**src/rtl/avalon_read_scheduler.sv**
```systemverilog
// Round-robin scheduler sharing one Avalon burst read master between NUM_REQ
// requesters; each job is split into chunks of at most CHUNK_BYTES.
module avalon_read_scheduler #(
    parameter int NUM_REQ      = 4,
    parameter int ADDRESSWIDTH = 32,
    parameter int CHUNK_BYTES  = 64,
    parameter int IDW          = $clog2(NUM_REQ)
) (
    input  logic                            clk,
    input  logic                            reset,
    input  logic [NUM_REQ-1:0]              req_valid,
    output logic [NUM_REQ-1:0]              req_ready,
    input  logic [NUM_REQ*ADDRESSWIDTH-1:0] req_base,
    input  logic [NUM_REQ*ADDRESSWIDTH-1:0] req_length,
    input  logic [NUM_REQ-1:0]              req_fixed,
    output logic [NUM_REQ-1:0]              job_done,
    output logic                            control_go,
    output logic [ADDRESSWIDTH-1:0]         control_read_base,
    output logic [ADDRESSWIDTH-1:0]         control_read_length,
    output logic                            control_fixed_location,
    input  logic                            control_done,
    output logic [IDW-1:0]                  owner_id,
    output logic                            owner_valid,
    output logic                            busy
);

    typedef enum logic [2:0] {S_IDLE, S_LAUNCH, S_WAIT_LOW, S_WAIT_HIGH, S_DONE} state_t;

    localparam logic [ADDRESSWIDTH-1:0] CHUNK_L = ADDRESSWIDTH'(CHUNK_BYTES);

    function automatic logic [ADDRESSWIDTH-1:0] chunk_len(input logic [ADDRESSWIDTH-1:0] rem);
        return (rem > CHUNK_L) ? CHUNK_L : rem;
    endfunction

    function automatic logic [NUM_REQ-1:0] onehot(input logic [IDW-1:0] idx);
        logic [NUM_REQ-1:0] v;
        v      = '0;
        v[idx] = 1'b1;
        return v;
    endfunction

    state_t                  state_q;
    logic [IDW-1:0]          rr_q;
    logic [ADDRESSWIDTH-1:0] base_q;
    logic [ADDRESSWIDTH-1:0] rem_q;
    logic                    fixed_q;
    logic [IDW-1:0]          owner_q;
    logic                    go_q;
    logic [ADDRESSWIDTH-1:0] rd_base_q;
    logic [ADDRESSWIDTH-1:0] rd_len_q;
    logic                    rd_fixed_q;
    logic [NUM_REQ-1:0]      job_done_q;
    logic                    owner_valid_q;
    logic                    busy_q;

    logic                    found_s;
    logic [IDW-1:0]          win_s;
    logic [NUM_REQ-1:0]      grant_s;
    logic [ADDRESSWIDTH-1:0] sel_base_s;
    logic [ADDRESSWIDTH-1:0] sel_len_s;
    logic                    sel_fixed_s;
    logic [ADDRESSWIDTH-1:0] rem_d;
    logic [ADDRESSWIDTH-1:0] base_d;

    // Round-robin pick: scan from rr_q upward and take the first valid requester.
    always_comb begin
        found_s = 1'b0;
        win_s   = '0;
        grant_s = '0;
        for (int i = 0; i < NUM_REQ; i++) begin
            int idx;
            idx = (int'(rr_q) + i) % NUM_REQ;
            if (!found_s && req_valid[idx[IDW-1:0]]) begin
                found_s                = 1'b1;
                win_s                  = idx[IDW-1:0];
                grant_s[idx[IDW-1:0]]  = 1'b1;
            end else begin
                found_s = found_s;
            end
        end
    end

    // Descriptor of the winner and the post-chunk remaining/base values.
    always_comb begin
        sel_base_s  = req_base[int'(win_s)*ADDRESSWIDTH +: ADDRESSWIDTH];
        sel_len_s   = req_length[int'(win_s)*ADDRESSWIDTH +: ADDRESSWIDTH];
        sel_fixed_s = req_fixed[win_s];
        rem_d       = rem_q - rd_len_q;
        if (fixed_q) begin
            base_d = base_q;
        end else begin
            base_d = base_q + rd_len_q;
        end
    end

    // Accept is only offered in IDLE and is forced low while reset is held.
    assign req_ready = (reset && (state_q == S_IDLE)) ? grant_s : '0;

    // Scheduler FSM with all control-port outputs registered.
    always_ff @(posedge clk or negedge reset) begin
        if (!reset) begin
            state_q       <= S_IDLE;
            rr_q          <= '0;
            base_q        <= '0;
            rem_q         <= '0;
            fixed_q       <= 1'b0;
            owner_q       <= '0;
            go_q          <= 1'b0;
            rd_base_q     <= '0;
            rd_len_q      <= '0;
            rd_fixed_q    <= 1'b0;
            job_done_q    <= '0;
            owner_valid_q <= 1'b0;
            busy_q        <= 1'b0;
        end else begin
            go_q       <= 1'b0;
            job_done_q <= '0;
            case (state_q)
                S_IDLE: begin
                    if (found_s) begin
                        base_q        <= sel_base_s;
                        rem_q         <= sel_len_s;
                        fixed_q       <= sel_fixed_s;
                        owner_q       <= win_s;
                        rr_q          <= (win_s == IDW'(NUM_REQ-1)) ? '0 : win_s + 1'b1;
                        owner_valid_q <= 1'b1;
                        busy_q        <= 1'b1;
                        if (sel_len_s == '0) begin
                            state_q    <= S_DONE;
                            job_done_q <= onehot(win_s);
                        end else begin
                            state_q    <= S_LAUNCH;
                            go_q       <= 1'b1;
                            rd_base_q  <= sel_base_s;
                            rd_len_q   <= chunk_len(sel_len_s);
                            rd_fixed_q <= sel_fixed_s;
                        end
                    end
                end
                S_LAUNCH: begin
                    state_q <= S_WAIT_LOW;
                end
                // A done level left over from before the go must be seen low first.
                S_WAIT_LOW: begin
                    if (!control_done) begin
                        state_q <= S_WAIT_HIGH;
                    end
                end
                S_WAIT_HIGH: begin
                    if (control_done) begin
                        rem_q  <= rem_d;
                        base_q <= base_d;
                        if (rem_d != '0) begin
                            state_q   <= S_LAUNCH;
                            go_q      <= 1'b1;
                            rd_base_q <= base_d;
                            rd_len_q  <= chunk_len(rem_d);
                        end else begin
                            state_q    <= S_DONE;
                            job_done_q <= onehot(owner_q);
                        end
                    end
                end
                S_DONE: begin
                    state_q       <= S_IDLE;
                    owner_valid_q <= 1'b0;
                    busy_q        <= 1'b0;
                end
                default: begin
                    state_q       <= S_IDLE;
                    owner_valid_q <= 1'b0;
                    busy_q        <= 1'b0;
                end
            endcase
        end
    end

    assign job_done               = job_done_q;
    assign control_go             = go_q;
    assign control_read_base      = rd_base_q;
    assign control_read_length    = rd_len_q;
    assign control_fixed_location = rd_fixed_q;
    assign owner_id               = owner_q;
    assign owner_valid            = owner_valid_q;
    assign busy                   = busy_q;

endmodule
```
**config.mk**
```make
export PLATFORM = sky130hd
export DESIGN_NAME = avalon_read_scheduler
export DESIGN_NICKNAME = d
export VERILOG_FILES = /design/src/rtl/avalon_read_scheduler.sv
export SDC_FILE = /design/constraint.sdc
export NUM_CORES = 1
export LEC_CHECK = 0
export BUFFER_PORTS_ARGS = -buffer_cell sky130_fd_sc_hd__buf_4
export CORE_MARGIN = 1.5
export CORE_UTILIZATION = 49
export CTS_BUF_LIST = sky130_fd_sc_hd__clkbuf_16
export DETAILED_ROUTE_END_ITERATION = 16
export GPL_TIMING_DRIVEN = 1
export HOLD_SLACK_MARGIN = 0.02
export PLACE_DENSITY = 0.88
export SLEW_MARGIN = 25
export SYNTH_ARGS = -nofsm -noshare
export SYNTH_HDL_FRONTEND = slang
export SYNTH_SLANG_ARGS = --single-unit
```
**constraint.sdc**
```tcl
create_clock -name clk -period 3.6 [get_ports clk]
set_input_delay 0.36 -clock clk [delete_from_list [all_inputs] [get_ports clk]]
set_output_delay 0.36 -clock clk [all_outputs]
set_load 0.01 [all_outputs]
```
# After elaboration in Yosys (flattened, before gate mapping)
# Index checks and enable logic that the tools add are counted.
op_classes:
  addsub: 6
  magnitude_cmp: 14
  eq_ne: 9
  shifts: 2
  n_mux: 73
  bitwise: 5
  reduce_logical: 24
ops:
  columns: ["op", "n"]
  rows:
  - ["32-bit 2-to-1 mux", 15]
  - ["32-bit case mux with 2 select lines", 4]
  - ["128-bit by 8-bit indexed part select with 32-bit output", 2]
  - ["32-bit by 7-bit > comparator with 1-bit output (second input constant)", 2]
  - ["4-bit 2-to-1 mux", 9]
  - ["32-bit adder", 1]
  - ["32-bit logical NOT", 1]
  - ["32-bit nonzero test", 1]
  - ["32-bit subtractor", 1]
  - ["1-bit 2-to-1 mux", 20]
  - ["2-bit by 3-bit less-than comparator with 1-bit output (second input constant)", 6]
  - ["3-bit 2-to-1 mux", 5]
  - ["1-bit demux with 2-bit select", 6]
  - ["2-bit by 1-bit >= comparator with 1-bit output (second input constant)", 6]
  - ["4-bit bitwise OR", 3]
  - ["3-bit case mux with 4 select lines", 1]
  - ["1-bit binary-select mux with 2-bit select", 5]
  - ["1-bit logical AND", 10]
  - ["2-bit 2-to-1 mux", 5]
  - ["2-bit != test (second input constant)", 5]
  - ["3-bit AND reduction", 3]
  - ["4-bit case mux with 2 select lines", 1]
  - ["3-bit by 2-bit equality test with 1-bit output (second input constant)", 2]
  - ["5-bit AND reduction", 1]
  - ["11 further kinds", 18]
word_totals:
  ff_bits: 143
  input_bits: 267
  output_inout_bits: 78
  wordCells: 145

# Depth between registers and ports, before layout
logic_depth:
  ltp_word: 19
  ltp_mapped: 18

# Worst setup path after synthesis
# Ideal clock, no wire load.
synth_timing:
  path_kind: "register to register"
  start: "register rr_q[0]"
  end: "register rd_base_q[10] (netlist: control_read_base[10])"
  setup_ps: 125
  t_arrival_ps: 3804
  setup_slack_ps: -330
  stages_incl_launch_ff: 17
  path_buffers: 2
  synth_period_minus_slack_ps: 3930
  cell_sequence: "dfrtp_1 buf_2 inv_1 ha_1 mux4_2 nor2b_1 o21ai_1 o31ai_4 inv_2 mux2_2 o311a_1 nand3b_1 and2b_1 a31oi_2 inv_2 buf_6 mux2_4"
synth_via:
  elab_chain_len: 16
  elab_cells_between_ends: 34
  classes_between: "add/sub: 3; eq/ne: 2; shift: 2; mux: 19; reduce/logical: 8"
synth_rtl:
  columns: ["item", "line_no", "text"]
  rows:
  - ["start, declared", "43", "logic [IDW-1:0] rr_q;"]
  - ["start signal, assigned", "125", "rr_q <= (win_s == IDW'(NUM_REQ-1)) ? '0 : win_s + 1'b1;"]
  - ["branches (longest 16 deep; another with 2-bit by 1-bit adder with 2-bit output)", null, null]
  - ["end signal, assigned", "134", "rd_base_q <= sel_base_s;"]
  - ["end signal, assigned", "156", "rd_base_q <= base_d;"]
  - ["end, declared", "49", "logic [ADDRESSWIDTH-1:0] rd_base_q;"]
# Several ways; the timed one is not identified. The select of a mux whose other input is x is not followed.
# A chain may end at the register's enable or synchronous reset.

# Worst setup path after layout
layout_timing:
  start: "register rr_q[0]"
  end: "register rd_base_q[28] (netlist: control_read_base[28])"
# The elaborated chain is that of the path after synthesis.

==> reports/metrics.csv <==
stage,metric,value,unit
flow_run,max-cap violations,0,
global_routing,GRT Overall Usage,36.89,%
yosys,"FF+latch count, synth",143,
cts,CTS sink count,143,
sta,final setup fails,67,
critical_path,Startpoint Class,flip-flop,
finish,fin nets,2472,
yosys,ys flop type,dfrtp_1,
power_and_ir_drop,sequential group share of total power,15.6,%
placement,# port buffers,344,
sta,"Hold Vio Cnt, Final",0,
floorplan,initial core utilization,49.79,%
finish,"most common cell after layout, fill and taps aside",buf_4,
critical_path,worst reg2reg path depth,16,
cts,clock latency on the worst-skew pair,430,ps
power_and_ir_drop,Comb power frac,74.6,%
cts,CTS root buf,clkbuf_16,
drt,1st-pass router iterations,7,
run_status,failing checks,setup timing,
yosys,"top cells by area, synth","dfrtp_1 (29%), nand2_1 (12%), ha_1 (7.3%), nand3_1 (5.0%), o21ai_0 (4.1%)",
critical_path,crit path capture,control_read_base[28],
yosys,synthesized cell area,12500,sq um
drt,1st-iter DRT viols,1057,
global_routing,largest net degree at the start of global routing,77,
power_and_ir_drop,Psw,8.831,mW
cts,CTS clock-pin slew for the worst setup and hold paths,70,ps
drt,drt via density,5.895,
sta,slew margin rel.,51.75,%
placement,Final Wtd Congestion,0.9889,
yosys,Synth Instances,1675,
yosys,Synth top area share,28.62,%
critical_path,worst-path maximum fanout,15,
drt,vias,14580,
critical_path,"Data required, critical path",3910,ps
yosys,"FFs w/ async S/R, synth",100.0,%
drt,DR WL/cell,20.12,um
yosys,"EDFF count, synth",0,
floorplan,total I/O pin count,345,
placement,DP Worst Slack,-290.8,ps
sta,setup tns final,-7811,ps
yosys,Ys Warns,0,
critical_path,crit end category,flip-flop,
yosys,syn nets,2017,
finish,area of the multi-input gates,8896,sq um
sta,Slew Limit Fails,0,
power_and_ir_drop,Net Sw Frac,48.71,%
global_routing,initial antenna violation count,1,
hold_path,min-delay worst type,in2reg,
placement,DP Area,16530,sq um
floorplan,Die Y-Extent,162.7,um
finish,share of cells above drive strength 1,33.92,%
critical_path,Crit Path Class,reg2reg,
finish,most frequent cells in the layout,"buf_4 (518), nand2_1 (393), dfrtp_1 (141), nand3_1 (125), nor2_1 (116)",
critical_path,reg2reg start,rr_q[0],
sta,Tmin final,3799,ps
yosys,Synth area leader,dfrtp_1,
power_and_ir_drop,Internal,9.297,mW
sta,final setup skew,10.15,ps
cts,htree depth,4,
power_and_ir_drop,Pleak,8.645,nW
cts,Clock Tree Buf Depth,2,
drt,DRC,0,
global_routing,first-pass GRT wire length,76.08,mm
global_routing,total grt overflow,0,
finish,fin area,17890,sq um
drt,number of routed nets with antenna violations,0,
placement,detailed placement HPWL,37.91,mm
global_routing,vias in the first global route,14340,
yosys,Yosys cell types,78,
sta,RSZ-0062 raised after global routing,yes,
sta,fmax,0.2633,GHz
power_and_ir_drop,power share of the clock group,9.9,%
power_and_ir_drop,VDD IR max,0.5462,mV
power_and_ir_drop,power density over the cells,1013,nW/um^2
cts,TritonCTS clock tree,built,
sta,Setup WS post-layout,-198.6,ps
finish,Filler Cells Inserted,1958,
critical_path,Setup crit start,rr_q[0],
yosys,syn_area_per_cell,7.464,sq um
cts,total CTS buffers,17,
finish,Area Overhead vs Synth,43.09,%
critical_path,end of the worst register-to-register path,control_read_base[28],
sta,Worst-Margin Slew,723.7,ps
run_status,status,"finished, violations left",
yosys,"Seq/Total Area, Yosys",28.62,%
critical_path,r2r setup slk,-200,ps
critical_path,Worst EP arrival,4110,ps
floorplan,Die Wd,162.7,um
floorplan,die area,26480,sq um
floorplan,row count,58,
sta,period utilization,105.5,%
finish,final core occ,71.25,%
drt,Detailed Route WL,49.78,mm
finish,register area,3581,sq um
floorplan,core area,25110,sq um
-- worst min-delay path by stage --
stage	startpoint	endpoint	slack (ps)	cells past startpoint
after detailed placement	reset	control_read_base[27]	340	1
after floorplan	reset	base_q[0]	60	0
after global placement	reset	control_read_base[27]	330	1
final	control_done	job_done[1]	330	3
after CTS	control_done	job_done[1]	320	3
after global routing	control_done	job_done[1]	350	3
-- Yosys cell counts (all sizes together), types with 3 or more instances --
| library cell | instances |
|---|---|
| a211o | 3 |
| a211oi | 9 |
| a21boi | 4 |
| a21o | 24 |
| a21oi | 98 |
| a221oi | 7 |
| a22oi | 4 |
| a311oi | 19 |
| a31oi | 36 |
| and2 | 4 |
| and3 | 26 |
| buf | 31 |
| clkbuf | 69 |
| dfrtp | 143 |
| ha | 73 |
| inv | 59 |
| mux2 | 54 |
| mux2i | 23 |
| mux4 | 3 |
| nand2 | 394 |
| nand2b | 3 |
| nand3 | 126 |
| nand4 | 13 |
| nor2 | 134 |
| nor2b | 8 |
| nor3 | 21 |
| nor3b | 4 |
| nor4 | 29 |
| o211ai | 7 |
| o21a | 14 |
| o21ai | 106 |
| o21bai | 4 |
| o22ai | 4 |
| o311a | 3 |
| o31a | 6 |
| o31ai | 9 |
| o41ai | 6 |
| or2 | 4 |
| or3 | 11 |
| or4 | 4 |
| xnor2 | 31 |
| xor2 | 20 |
-- power by group through the flow --
| stage | combinational, mW | clock, mW | sequential (mW) |
|---|---|---|---|
| global route | 14.6 | 1.86 | 2.89 |
| CTS | 12.9 | 1.79 | 2.78 |
| detailed placement | 12.3 | 0 | 2.77 |
| finish | 13.5 | 1.79 | 2.82 |
| global placement | 12.1 | 0 | 2.76 |
| floorplan | 7.74 | 0 | 2.68 |
-- per-layer routing --
layer  routed length [um]  GRT usage, %  up-vias
met2                23310         62.46      744
li1                     -             -     6851
met5                    0             0        -
met3                 4114         6.417      131
met1                20210         45.85     6857
met4                 2148         16.72        0
-- state kept, by name, summed over array words and instances (netlist names) --
name,flops
base_q,32
rr_q,2
state_q,3
control_read_length,32
control_fixed_location,1
rem_q,32
control_go,1
owner_id,2
fixed_q,1
job_done,4
busy,1
control_read_base,32
-- through the flow --
stage	std cells	hold slack, ps	power [mW]
floorplan	1675	64.41	10.42
global placement	2421	328.1	14.86
detailed placement	2421	338.1	15.09
CTS	2462	319.9	17.49
global route	2474	348.7	19.32
finish	2474	327.5	18.13
-- cells by family after synthesis --
| family | synth area share, % |
|---|---|
| adder cells (fa/ha/maj) | 7.626 |
| buffers and inverters | 5.104 |
| flip-flops | 28.62 |
| AO/OA/AOI/OAI | 19.23 |
| AND/OR/NAND/NOR | 27.88 |
| XOR/XNOR | 3.573 |
| multiplexers | 7.966 |
-- final cells by class --
cell class | instances | share of cell area (%)
Timing Repair Buffer | 536 | 23.43
Clock buffer | 17 | 2.378
Multi-Input combinational cell | 1373 | 49.73
Antenna cell | 1 | 0.01399
Clock inverter | 15 | 0.8463
Inverter | 59 | 1.280
Sequential cell | 143 | 20.02
Tap cell | 330 | 2.308
-- critical path, cell delays in order (launching register included) --
cell and delay (ps):
dfrtp_2 360, inv_1 100, ha_4 320, mux4_2 570
nor2b_4 180, o21ai_1 110, o31ai_4 110, buf_6 220
nor3_1 70, a21oi_1 190, nand3_1 140, nand3b_1 190
and2b_1 230, a31oi_4 210, clkinv_4 160, buf_12 190
mux2_4 300
-- timing repair --
| action | CTS | global route |
|---|---|---|
| endpoints found under the hold margin | 47 | 0 |
| gates resized for setup | 65 | 50 |
| pin swaps | 7 | 30 |
| setup endpoints to repair | 74 | 78 |
| buffers inserted | 5 | 11 |
| gates cloned | 3 | 0 |
| hold buffers | 1 | 0 |
Note: power is estimated with default switching activity, not from simulation.
